===== src/rtl/op_dispatcher.sv =====
// Opcode dispatcher: latches one decoded opcode as the chooser select, runs the
// handler trigger/rdy/done handshake, counts completions and watches for hung handlers.
package Op_PKG;
  typedef struct packed {
    logic [7:0]  cmd;   // G-code number, e.g. 8'd1 for G01
    logic [15:0] arg;
  } Op_st;
endpackage

module op_dispatcher
  import Op_PKG::*;
#(
  parameter int unsigned TIMEOUT_CYCLES = 1000000,
  parameter int unsigned CNT_WIDTH      = 16
) (
  input  logic                 clk,
  input  logic                 reset,
  input  logic                 op_valid,
  input  Op_st                 op_in,
  output logic                 op_rd,
  output Op_st                 op,
  output logic                 trigger,
  input  logic                 rdy,
  input  logic                 done,
  output logic                 busy,
  output logic                 timeout,
  output logic [CNT_WIDTH-1:0] op_cnt
);

  localparam int unsigned WD_W = (TIMEOUT_CYCLES > 1) ? $clog2(TIMEOUT_CYCLES) : 1;
  localparam logic [WD_W-1:0] WD_LAST =
    WD_W'((TIMEOUT_CYCLES == 0) ? 0 : TIMEOUT_CYCLES - 1);
  localparam bit WD_EN = (TIMEOUT_CYCLES != 0);

  typedef enum logic [1:0] {IDLE, SETTLE, WAIT_RDY, WAIT_DONE} state_t;

  state_t                state, state_nx;
  Op_st                  op_nx;
  logic                  op_rd_nx, trigger_nx, busy_nx, timeout_nx;
  logic [CNT_WIDTH-1:0]  op_cnt_nx;
  logic [WD_W-1:0]       wd, wd_nx;

  always_comb begin
    state_nx   = state;
    op_nx      = op;
    op_rd_nx   = 1'b0;
    trigger_nx = 1'b0;
    timeout_nx = timeout;
    op_cnt_nx  = op_cnt;
    wd_nx      = wd;
    case (state)
      IDLE: begin
        wd_nx = '0;
        // a sticky timeout freezes loading until reset
        if (op_valid && !timeout) begin
          op_nx    = op_in;
          op_rd_nx = 1'b1;
          state_nx = SETTLE;
        end
      end
      // chooser needs one cycle to re-route rdy to the new handler
      SETTLE: state_nx = WAIT_RDY;
      WAIT_RDY: begin
        if (rdy) begin
          trigger_nx = 1'b1;
          wd_nx      = '0;
          state_nx   = WAIT_DONE;
        end
      end
      WAIT_DONE: begin
        wd_nx = wd + 1'b1;
        // done takes priority over a watchdog expiry in the same cycle
        if (done) begin
          op_cnt_nx = op_cnt + 1'b1;
          state_nx  = IDLE;
        end else if (WD_EN && (wd == WD_LAST)) begin
          timeout_nx = 1'b1;
          state_nx   = IDLE;
        end
      end
      default: state_nx = IDLE;
    endcase
    busy_nx = (state_nx != IDLE);
  end

  always_ff @(posedge clk or negedge reset) begin
    if (!reset) begin
      state   <= IDLE;
      op      <= '0;
      op_rd   <= 1'b0;
      trigger <= 1'b0;
      busy    <= 1'b0;
      timeout <= 1'b0;
      op_cnt  <= '0;
      wd      <= '0;
    end else begin
      state   <= state_nx;
      op      <= op_nx;
      op_rd   <= op_rd_nx;
      trigger <= trigger_nx;
      busy    <= busy_nx;
      timeout <= timeout_nx;
      op_cnt  <= op_cnt_nx;
      wd      <= wd_nx;
    end
  end

endmodule


===== config.mk =====
export PLATFORM = sky130hd
export DESIGN_NAME = op_dispatcher
export DESIGN_NICKNAME = d
export VERILOG_FILES = /design/src/rtl/op_dispatcher.sv
export SDC_FILE = /design/constraint.sdc
export NUM_CORES = 1
export LEC_CHECK = 0
export BUFFER_PORTS_ARGS = -buffer_cell sky130_fd_sc_hd__buf_2
export CORE_MARGIN = 2
export CORE_UTILIZATION = 24
export CTS_CLUSTER_DIAMETER = 40
export DETAILED_ROUTE_END_ITERATION = 10
export HOLD_SLACK_MARGIN = 0.06
export PLACE_DENSITY_LB_ADDON = 0.2
export SYNTH_ARGS = -nofsm -noshare
export SYNTH_HDL_FRONTEND = slang
export SYNTH_SLANG_ARGS = --single-unit

===== constraint.sdc =====
create_clock -name clk -period 3.7 [get_ports clk]
set_input_delay 0.37 -clock clk [delete_from_list [all_inputs] [get_ports clk]]
set_output_delay 0.37 -clock clk [all_outputs]
set_load 0.01 [all_outputs]

Yosys cells after proc, flatten, opt, wreduce, memory -nomap -nowiden
Index checks and enable logic that the tools add are counted.
{"block": "classes", "n_mux": 11, "n_addsub": 2, "n_eq_ne": 5, "n_reduce_logical": 9, "n_bitwise": 1}
{"op": "one-hot mux 20 bit (3 select lines)", "count": 1}
{"op": "adder 20 x 1 -> 20 bit (second input constant)", "count": 1}
{"op": "== test 20 bit (second input constant)", "count": 1}
{"op": "2-to-1 mux 20 bit", "count": 1}
{"op": "adder 16 x 1 -> 16 bit (second input constant)", "count": 1}
{"op": "2-to-1 mux 2 bit", "count": 4}
{"op": "one-hot mux 2 bit (4 select lines)", "count": 1}
{"op": "AND reduction 2 bit", "count": 3}
{"op": "== test 2 bit (second input constant)", "count": 2}
{"op": "2-to-1 mux 1 bit", "count": 4}
{"op": "AND reduction 3 bit", "count": 1}
{"op": "nonzero test 3 bit", "count": 1}
{"op": "== test 2 x 1 -> 1 bit (second input constant)", "count": 1}
{"op": "logical NOT 2 bit", "count": 1}
{"op": "inequality test 2 bit (second input constant)", "count": 1}
{"op": "nonzero test 2 bit", "count": 1}
{"op": "logical AND 1 bit", "count": 1}
{"op": "logical NOT 1 bit", "count": 1}
{"op": "NOT 1 bit", "count": 1}
{"block": "totals", "input_bits": 29, "word_cells": 37, "regBits": 66, "out_inout_bits": 44}

Longest topological paths before layout
{"block": "logic_depth", "depth_word": 5, "depth_mapped": 7, "mapped_depth_nobuf": 5}

Worst setup path after synthesis
No wires, ideal clock.
{"block": "synth_timing", "path_type": "register to register", "startpoint": "register timeout", "endpoint": "register op[10] (netlist bit)", "arrival_time_ps": 1412, "stages_incl_launch_ff": 5, "setup_slack_ps": 2163, "period_less_slack_ps": 1537, "setup_time_ps": 125, "path_cell_list": "dfrtp_1 > nand2b_1 > nor3_4 > buf_4 > mux2_2"}
{"block": "synth_between", "elab_chain_len": 3}
{"item": "start: declaration", "line_no": "26", "text": "output logic timeout,"}
{"item": "start signal: assignment", "line_no": "102", "text": "timeout <= timeout_nx;"}
{"item": "logical NOT 1 bit", "line_no": "55", "text": "if (op_valid && !timeout) begin"}
{"item": "logical AND 1 bit", "line_no": "55"}
{"item": "AND reduction 2 bit (no source line)"}
{"item": "end signal: assignment", "line_no": "98", "text": "op <= op_nx;"}
{"item": "end: declaration", "line_no": "21", "text": "output Op_st op,"}
Every way passes these cells.
A chain may end at the register's enable or synchronous reset.

Final worst setup path
{"block": "layout_timing", "startpoint": "register state[1]", "endpoint": "register op[8] (netlist bit)"}
{"block": "layout_between", "elab_chain_len": 2}
{"item": "start: declaration", "line_no": "37", "text": "state_t state, state_nx;"}
{"item": "start signal: assignment", "line_no": "97", "text": "state <= state_nx;"}
{"item": "logical NOT 2 bit", "line_no": "51", "text": "case (state)"}
{"item": "AND reduction 2 bit (no source line)"}
Every way passes these cells.

==> flow_metrics.env <==
export IMPL_hold_viol=0
export IMPL_hp_class="in2async"
export IMPL_syn_area_um2=3190
export IMPL_layout_common_cells="buf_2, dfrtp_1, mux2_2"
export IMPL_fillers=1387
export IMPL_drc_errors=0
export IMPL_r2r_setup_slack_ns=1.56
export IMPL_die_area_um2=14200
export IMPL_maxCapViolCount=0
export IMPL_cts_tree="done"
export IMPL_diodes=0
export IMPL_layout_min_cycle_time_ns=2.14
export IMPL_grt_overflow_total=0
export IMPL_antenna_found_initial=0
export IMPL_seq_power_share_pct=39.8
export IMPL_cts_sinks=66
export IMPL_p_sw_share_pct=32.4
export IMPL_track_usage_pct=10.7
export IMPL_fp_dieW_um=119
export IMPL_period_share_pct=57.9
export IMPL_hpwl_um=5040
export IMPL_vdd_ir_drop_max_mv=0.276
export IMPL_p_clk_share_pct=32.1
export IMPL_ys_async_sr_fraction_pct=100
export IMPL_critPathLaunchType="register"
export IMPL_setup_slack_ns=1.56
export IMPL_fmax_mhz=466
export IMPL_p_sw_mw=0.923
export IMPL_slowest_stage="nor3_4"
export IMPL_crit_chain="nor3_4 -> mux2_2"
export IMPL_multiInputGateArea_um2=1420
export IMPL_synth_edf_count=0
export IMPL_clock_skew_ns=0.00443
export IMPL_grt_pass1_wl_um=12000
export IMPL_crit_type="reg2reg"
export IMPL_power_density_nw_per_um2=715
export IMPL_max_stage_delay_ns=1.04
export IMPL_final_common_cell="buf_2"
export IMPL_ioPinCount=73
export IMPL_cts_hold_buffers=0
export IMPL_place_congestion=0.772
export IMPL_wl_per_cell_um=13.8
export IMPL_die_y_um=119
export IMPL_worst_slew_pin_transition_ns=1.20
export IMPL_slew_headroom_pct=19.7
export IMPL_place_ws_ns=1.53
export IMPL_fin_util_pct=30.3
export IMPL_avgViaCountPerCell=4.61
export IMPL_wirelength_um=7220
export IMPL_setup_viol=0
export IMPL_crit_required_ns=3.90
export IMPL_post_cts_buffers=0
export IMPL_synthCells=272
export IMPL_cts_buffers=9
export IMPL_grt_max_degree=40
export IMPL_total_leakage_power_nw=1.85
export IMPL_htree_levels=3
export IMPL_ys_flop_type="dfrtp_1"
export IMPL_rsz0062_at_grt="false"
export IMPL_insertion_delay_ns=0.33
export IMPL_crit_fanout=26
export IMPL_final_nets=373
export IMPL_outcome="finished clean"
export IMPL_fin_tns_setup_ns=0
export IMPL_synth_area_leader_cell="dfrtp_1"
export IMPL_core_um2=13100
export IMPL_numPortBuffers=72
export IMPL_row_count=42
export IMPL_clkTransAtPathRegs_ns=0.05
export IMPL_clock_root_buffer="clkbuf_16"
export IMPL_p_comb_share_pct=28.1
export IMPL_slew_violations=0
export IMPL_initial_core_util_pct=24.3
export IMPL_yosysTopAreaCellShare_pct=51.8
export IMPL_end_kind="register"
export IMPL_p_int_mw=1.93
export IMPL_area_delta_synth_final_pct=24.9
export IMPL_ys_types=53
export IMPL_syn_area_per_cell_um2=11.7
export IMPL_grt_pass1_vias=2343
export IMPL_drive_gt1_share_pct=37.0
export IMPL_cts_resized=0
export IMPL_vias=2404
export IMPL_synth_seq_cells=66
export IMPL_synth_area_leaders="dfrtp_1, mux2_2, xnor2_1"
export IMPL_clock_path_buffers=2
export IMPL_first_pass_iters=4
export IMPL_first_iter_violations=115
export IMPL_syn_nets=303
export IMPL_detail_route_antenna_nets=0
export IMPL_regArea_um2=1650
export IMPL_cp_arrival_ns=2.35
export IMPL_ys_warn_count=0
export IMPL_synth_sequential_area_ratio_pct=51.8
registers in the layout, indices dropped and copies added (netlist names):
name and flops:
timeout 1, op 24, trigger 1, op_rd 1, state 2, busy 1
wd 20, op_cnt 16
layout make-up:
| type | instances | area share, % |
|---|---|---|
| Sequential cell | 66 | 41.4 |
| Multi-Input combinational cell | 190 | 35.6 |
| Timing Repair Buffer | 73 | 9.23 |
| Clock buffer | 13 | 6.53 |
| Tap cell | 176 | 5.53 |
| Clock inverter | 2 | 1.51 |
| Inverter | 2 | 0.188 |
synth_stat cells, drive strengths merged, types with 2 or more instances:
cell type / count
a21o: 3
and3: 6
a31oi: 11
nor2: 18
and4: 4
ha: 2
a221o: 2
o21ai: 16
xor2: 4
nor3: 4
or2: 2
o31ai: 2
nand4: 15
and2: 3
nor4: 5
buf: 13
dfrtp: 66
xnor2: 11
inv: 2
nand3: 11
mux2: 26
a21oi: 8
nand2: 22
power groups by stage:
stage / registers (mW) / logic [mW] / clock network [mW]
after detailed placement: 1.15 / 0.815 / 0
after CTS: 1.14 / 0.816 / 0.948
after global placement: 1.14 / 0.805 / 0
after global routing: 1.18 / 0.887 / 0.976
final: 1.13 / 0.800 / 0.915
after floorplan: 1.16 / 0.528 / 0
cells by family (layout without fill, tap and decap cells):
group	Yosys count	after routing	share of synthesized area, %
compound gates	50	50	10.2
buf+inv	16	90	3.80
simple gates	96	96	19.8
xor+xnor	15	15	4.12
mux	27	27	9.61
fa+ha+maj	2	2	0.784
flops	66	66	51.8
stage by stage:
| stage | cells | hold WS (ns) | power, mW | cell area, µm² |
|---|---|---|---|---|
| 2_1_floorplan | 272 | 0.0744 | 1.69 | 3190 |
| 6_report | 522 | 0.0790 | 2.85 | 3990 |
| 3_5_place_dp | 507 | 0.457 | 1.96 | 3660 |
| 4_1_cts | 522 | 0.0981 | 2.90 | 3990 |
| 3_3_place_gp | 507 | 0.448 | 1.95 | 3660 |
| 5_1_grt | 522 | 0.123 | 3.04 | 3990 |
critical path, delay by kind of cell (launching register included):
kind          cells  cell delay [ns]
flops             1             0.55
mux               1             0.43
simple gates      1             1.04
path summary, 6_finish.rpt:
check | from | endpoint | depth (start not counted)
worst max-delay path | state[1]$_DFF_PN0_ | op[8]$_DFFE_PN0P_ | 2
worst max register to register | state[1]$_DFF_PN0_ | op[8]$_DFFE_PN0P_ | 2
worst min-delay path | reset | op_cnt[15]$_DFFE_PN0P_ | 1
worst min register to register | op_cnt[15]$_DFFE_PN0P_ | op_cnt[15]$_DFFE_PN0P_ | 1
min in group clk | op_in[11] | op[11]$_DFFE_PN0P_ | 2
max in group asynchronous | reset | op[20]$_DFFE_PN0P_ | 2
routing by layer:
| layer | routed length (µm) | GRT usage [%] | vias to the layer above |
|---|---|---|---|
| li1 | - | - | 1148 |
| met1 | 3450 | 14.1 | 1182 |
| met2 | 3250 | 16.0 | 66 |
| met3 | 421 | 3.78 | 8 |
| met4 | 107 | 4.49 | 0 |
| met5 | 0 | 0 | - |
Note: power is estimated with default switching activity, not from simulation.
